### src/rtl/shader_affine_inverse.sv
// Iterative 2x2 affine matrix inverse in signed Q4.8: one determinant cycle,
// then a shared restoring divider producing one quotient bit per clock.
module shader_affine_inverse (
  input  logic        aclk,
  input  logic        areset,
  input  logic        start,
  input  logic [11:0] qm [4],
  output logic        busy,
  output logic        done,
  output logic        singular,
  output logic        saturated,
  output logic [11:0] qi [4]
);

  typedef enum logic [1:0] {
    S_IDLE = 2'd0,
    S_DET  = 2'd1,
    S_DIV  = 2'd2,
    S_DONE = 2'd3
  } state_t;

  // Magnitude of a 13-bit signed adjugate entry; never exceeds 2048.
  function automatic logic [11:0] mag13(input logic [12:0] v);
    return 12'(v[12] ? (13'd0 - v) : v);
  endfunction

  // Clip a quotient magnitude to Q4.8 range and apply the sign; MSB flags a clip.
  function automatic logic [12:0] clip_q(input logic [27:0] q, input logic neg);
    logic [12:0] r;
    if (neg) begin
      if (q > 28'd2048) r = {1'b1, 12'h800};
      else              r = {1'b0, 12'd0 - q[11:0]};
    end else begin
      if (q > 28'd2047) r = {1'b1, 12'h7FF};
      else              r = {1'b0, q[11:0]};
    end
    return r;
  endfunction

  state_t      state_r, state_nx_s;
  logic [11:0] m_r [4];
  logic [24:0] det_r;
  logic [1:0]  idx_r;
  logic [4:0]  cnt_r;
  logic [27:0] dq_r;
  logic [25:0] rem_r;
  logic        adj_neg_r;
  logic [11:0] stg_r [4];
  logic        sat_r;

  logic signed [23:0] a24_s, b24_s, c24_s, d24_s, ad_s, bc_s;
  logic [24:0] det_s, dsr_s;
  logic [12:0] adj13_s;
  logic [11:0] adj_mag_s;
  logic [26:0] rem_sh_s;
  logic        ge_s, fin_s, sat_nx_s;
  logic [25:0] rem_nx_s;
  logic [27:0] q_nx_s;
  logic [12:0] res_s;
  logic [11:0] stg_nx_s [4];
  logic        busy_s, done_s, sing_o_s, sat_o_s;
  logic [11:0] qi_nx_s [4];

  // State register.
  always_ff @(posedge aclk) begin
    if (areset) state_r <= S_IDLE;
    else        state_r <= state_nx_s;
  end

  // Next-state logic.
  always_comb begin
    state_nx_s = state_r;
    case (state_r)
      S_IDLE:  if (start) state_nx_s = S_DET; else state_nx_s = S_IDLE;
      S_DET:   if (det_s == 25'd0) state_nx_s = S_DONE; else state_nx_s = S_DIV;
      S_DIV:   if (fin_s && (idx_r == 2'd3)) state_nx_s = S_DONE; else state_nx_s = S_DIV;
      S_DONE:  state_nx_s = S_IDLE;
      default: state_nx_s = S_IDLE;
    endcase
  end

  // Determinant: full 24-bit products, 25-bit difference so it never wraps.
  always_comb begin
    a24_s = {{12{m_r[0][11]}}, m_r[0]};
    b24_s = {{12{m_r[1][11]}}, m_r[1]};
    c24_s = {{12{m_r[2][11]}}, m_r[2]};
    d24_s = {{12{m_r[3][11]}}, m_r[3]};
    ad_s  = a24_s * d24_s;
    bc_s  = b24_s * c24_s;
    det_s = {ad_s[23], ad_s} - {bc_s[23], bc_s};
    dsr_s = det_r[24] ? (25'd0 - det_r) : det_r;
  end

  // Adjugate selection and one restoring-division step.
  always_comb begin
    case (idx_r)
      2'd0:    adj13_s = {m_r[3][11], m_r[3]};
      2'd1:    adj13_s = 13'd0 - {m_r[1][11], m_r[1]};
      2'd2:    adj13_s = 13'd0 - {m_r[2][11], m_r[2]};
      2'd3:    adj13_s = {m_r[0][11], m_r[0]};
      default: adj13_s = 13'd0;
    endcase
    adj_mag_s = mag13(adj13_s);
    rem_sh_s  = {rem_r, dq_r[27]};
    ge_s      = (rem_sh_s >= {2'b00, dsr_s});
    rem_nx_s  = 26'(ge_s ? (rem_sh_s - {2'b00, dsr_s}) : rem_sh_s);
    q_nx_s    = {dq_r[26:0], ge_s};
    res_s     = clip_q(q_nx_s, adj_neg_r ^ det_r[24]);
    fin_s     = (state_r == S_DIV) && (cnt_r == 5'd28);
    sat_nx_s  = sat_r | (fin_s & res_s[12]);
    stg_nx_s  = stg_r;
    if (fin_s) stg_nx_s[idx_r] = res_s[11:0];
    else       stg_nx_s[idx_r] = stg_r[idx_r];
  end

  // Datapath: operand latch, determinant, divider iteration and staging.
  always_ff @(posedge aclk) begin
    if (areset) begin
      m_r       <= '{default: 12'd0};
      det_r     <= 25'd0;
      idx_r     <= 2'd0;
      cnt_r     <= 5'd0;
      dq_r      <= 28'd0;
      rem_r     <= 26'd0;
      adj_neg_r <= 1'b0;
      stg_r     <= '{default: 12'd0};
      sat_r     <= 1'b0;
    end else begin
      stg_r <= stg_nx_s;
      sat_r <= sat_nx_s;
      case (state_r)
        S_IDLE: begin
          if (start) begin
            m_r   <= qm;
            sat_r <= 1'b0;
          end
        end
        S_DET: begin
          det_r <= det_s;
          idx_r <= 2'd0;
          cnt_r <= 5'd0;
        end
        S_DIV: begin
          if (cnt_r == 5'd0) begin
            dq_r      <= {adj_mag_s, 16'd0};
            rem_r     <= 26'd0;
            adj_neg_r <= adj13_s[12];
            cnt_r     <= 5'd1;
          end else begin
            dq_r  <= q_nx_s;
            rem_r <= rem_nx_s;
            if (fin_s) begin
              cnt_r <= 5'd0;
              idx_r <= idx_r + 2'd1;
            end else begin
              cnt_r <= cnt_r + 5'd1;
            end
          end
        end
        S_DONE:  begin end
        default: begin end
      endcase
    end
  end

  // Output decode from the next state so outputs line up with the state.
  always_comb begin
    busy_s = (state_nx_s != S_IDLE);
    done_s = (state_nx_s == S_DONE);
    if (state_r == S_DET) begin
      qi_nx_s  = '{default: 12'd0};
      sing_o_s = 1'b1;
      sat_o_s  = 1'b0;
    end else begin
      qi_nx_s  = stg_nx_s;
      sing_o_s = 1'b0;
      sat_o_s  = sat_nx_s;
    end
  end

  // Output registers; results only move on entry to DONE.
  always_ff @(posedge aclk) begin
    if (areset) begin
      busy      <= 1'b0;
      done      <= 1'b0;
      singular  <= 1'b0;
      saturated <= 1'b0;
      qi        <= '{default: 12'd0};
    end else begin
      busy <= busy_s;
      done <= done_s;
      if (done_s) begin
        qi        <= qi_nx_s;
        singular  <= sing_o_s;
        saturated <= sat_o_s;
      end
    end
  end

endmodule

### config.mk
export PLATFORM = sky130hd
export DESIGN_NAME = shader_affine_inverse
export DESIGN_NICKNAME = d
export VERILOG_FILES = /design/src/rtl/shader_affine_inverse.sv
export SDC_FILE = /design/constraint.sdc
export NUM_CORES = 1
export LEC_CHECK = 0
export CORE_MARGIN = 2
export CORE_UTILIZATION = 60
export CTS_CLUSTER_SIZE = 28
export DETAILED_ROUTE_END_ITERATION = 12
export DONT_BUFFER_PORTS = 1
export GPL_ROUTABILITY_DRIVEN = 0
export PLACE_DENSITY = 0.79
export SYNTH_ARGS = -nofsm -noshare
export SYNTH_HDL_FRONTEND = slang
export SYNTH_SLANG_ARGS = --single-unit
### constraint.sdc
create_clock -name aclk -period 7.3 [get_ports aclk]
set_input_delay 0.73 -clock aclk [delete_from_list [all_inputs] [get_ports aclk]]
set_output_delay 0.73 -clock aclk [all_outputs]
set_load 0.005 [all_outputs]
==> run_results.csv <==
group,metric,value,unit
route,wire_per_inst,20.37,um
critical_path,crit_type,"reg2reg",
critical_path,endpoint_kind,"register",
timing,final.setup.worst_slack,-0.1284,ns
yosys,yosysMostFrequentCell,"fa_1",
route,drc,0,
yosys,synth-seq-area-share,19.33,%
critical_path,path_delay_family,"adder cells",
critical_path,slowest_stage,"fa_1",
critical_path,path_max_fanout,10,
die,core,40650,um2
route,routed_wl,69760,um
critical_path,cp.arrival,7.92,ns
timing,finalHoldViolations,0,
critical_path,crit_path_max_incr_delay,0.58,ns
yosys,synth_area,24640,um2
yosys,yosys-top-cells-area,"fa_1 (27%), dfxtp_1 (19%), ha_1 (7.2%), inv_1 (4.8%), nand2_1 (4.7%)",
flow_run,drv_cap,0,
critical_path,critPathLaunchType,"register",
global_route,grt_remaining_overflow,0,
global_route,grt_pass1_wl,109800,um
route,ant_nets,0,
critical_path,cp.required,7.79,ns
yosys,synth_warnings,0,
critical_path,cp.buffers_inverters,8,
global_route,grt_pass1_vias,21260,
global_route,grt_usage,32.81,%
die,die_w,206.7,um
global_route,antenna_found_initial,9,
yosys,ys_types,82,
yosys,ys_ff_latch,238,
yosys,yosys.area.top_type_share,26.73,%
critical_path,crit_top_cell,"fa_1",
min_path,hold_path.class,"in2reg",
clock_network,h-tree-depth,1,
timing,rsz0062_at_grt,"yes",
clock_network,hold_buffers,0,
clock_network,cts_tree,"done",
cells_and_area,nFillCells,2887,
timing,setup_viol,30,
route,routed-via-count,21010,
placement,place_ws,-0.2852,ns
yosys,yosysTopAreaCell,"fa_1",
yosys,synth_edf_count,0,
global_route,grt_max_degree,211,
clock_network,clk_pin_slew_worst_paths,0.07,ns
yosys,synth.avg_cell_area,8.842,um2
placement,portBuffers,0,
clock_network,cts-root-buf,"clkbuf_16",
timing,period_share,101.8,%
route,first_pass_iters,6,
cells_and_area,drive_gt1_share,15.43,%
outcome,status,"finished with violations",
die,io_pins,103,
die,die-height,206.7,um
yosys,synth_commonest_cells,"fa_1 (329), inv_1 (317), nand2_1 (307)",
timing,clock_skew,0.01344,ns
yosys,synth_cells,2787,
timing,fin_crit,7.428,ns
timing,max_freq,134.6,MHz
placement,dp_hpwl,51980,um
cells_and_area,fin_nets,3385,
die,rows,74,
yosys,postSynthNetCount,3309,
outcome,violations,"setup timing",
clock_network,clk-insertion-delay-late,0.59,ns
die,design.die.area,42710,um2
timing,relSlewSlack,29.15,%
yosys,synth_ff_type,"dfxtp_1",
yosys,synth-async-reset-ratio,0,%
timing,tightestPinTransition,1.063,ns
clock_network,cts_made_buffers,27,
timing,maxSlewViolCount,0,
cells_and_area,areaGrowthSynthToFinish,13.73,%
clock_network,clock-sinks,238,
route,viasPerCell,6.135,
route,first_iter_violations,1925,
clock_network,clk_path_buf_depth,3,
die,start_util,60.63,%
==> cells in the final DEF (no fill, tap or decap), types with 8 or more instances in the layout <==
cell type  synthesis  layout
a2111oi_0         18      17
a211oi_1          30      29
a21o_1            29      27
a21oi_1          163     157
a31oi_1           15      15
and2_1           178     176
and3_1             9       8
buf_4              0     188
clkbuf_16          0      30
dfxtp_1          238     202
dfxtp_2            0      26
dfxtp_4            0      10
diode_2            0       9
fa_1             329     309
fa_2               0      20
ha_1             142     128
ha_4               0      10
inv_1            317     310
mux2_4             7      16
mux2i_1           54      54
mux4_2            12      12
nand2_1          307     299
nand2b_1          39      39
nand3_1           42      37
nand4_1           10      10
nor2_1           184     182
nor2b_1           50      50
nor3_1            27      24
nor4_1            14      14
o211ai_1          44      44
o21a_1            12      10
o21ai_0           84      71
o21ai_1            4      14
o31ai_1           30      26
or3_1             13      12
xnor2_1           51      49
xor2_1            47      46
==> final cells by class <==
type	count	area (um2)	share of cell area [%]
Timing Repair Buffer	206	1735	6.192
Antenna cell	9	22.52	0.08036
Clock buffer	30	716.9	2.558
Tap cell	532	665.6	2.375
Sequential cell	238	4835	17.25
Inverter	318	1202	4.290
Clock inverter	20	254.0	0.9063
Multi-Input combinational cell	2072	18590	66.35
==> worst paths after layout <==
check	cells after the start	from	to	slack, ns
min reg2reg	2	dq_r[15]$_SDFFE_PP0P_	dq_r[15]$_SDFFE_PP0P_	0.49
min	1	areset	stg_r[14]$_SDFF_PP0_	0.25
max reg2reg	26	c24_s[3]$_SDFFE_PP0P_	qi[19]$_SDFFE_PP0N_	-0.13
max	26	c24_s[3]$_SDFFE_PP0P_	qi[19]$_SDFFE_PP0N_	-0.13
==> through the flow <==
stage               hold slack (ns)  std cells  cell area [um2]  util (%)  TNS [ns]
finish                       0.2465       3425            28030     68.95    -1.038
global route                 0.2045       3424            28020     68.94    -13.92
CTS                          0.2031       3401            27400     67.41  -0.03753
detailed placement           0.4727       3346            26160     64.35    -9.724
global placement             0.4641       3346            26160     64.35    -1.907
floorplan                    0.4504       2787            24700         -         0
==> cell families after synthesis <==
group / after synthesis / synth area share, %
buf+inv: 477 / 7.367
compound gates: 508 / 13.56
flops: 238 / 19.33
simple gates: 910 / 18.04
xor+xnor: 98 / 3.483
mux: 85 / 4.275
fa+ha+maj: 471 / 33.94
==> metal layers <==
layer	GRT usage [%]	vias to the layer above	wire length, um
met1	41.76	10280	26600
met3	5.777	286	5949
met4	17.78	0	4309
li1	-	9358	-
met2	53.45	1091	32900
met5	0	-	0
==> registers in the layout (all words and copies together) (netlist names) <==
| name | cells |
|---|---|
| busy | 1 |
| a24_s | 12 |
| cnt_r | 5 |
| qi | 48 |
| sat_r | 1 |
| singular | 1 |
| b24_s | 12 |
| done | 1 |
| det_r | 25 |
| stg_r | 48 |
| idx_r | 2 |
| state_r | 2 |
| rem_r | 26 |
| d24_s | 12 |
| c24_s | 12 |
| dq_r | 28 |
| adj_neg_r | 1 |
| saturated | 1 |
==> what timing repair did <==
item / CTS / global route
setup buffers: 3 / 12
pin swaps: 51 / 72
gates cloned: 2 / 3
setup endpoints to repair: 53 / 53
resized for setup: 70 / 108
Power is left out: the tool's default activity adds up to more than one toggle a clock period on the data nets, which glitch-free logic cannot reach.
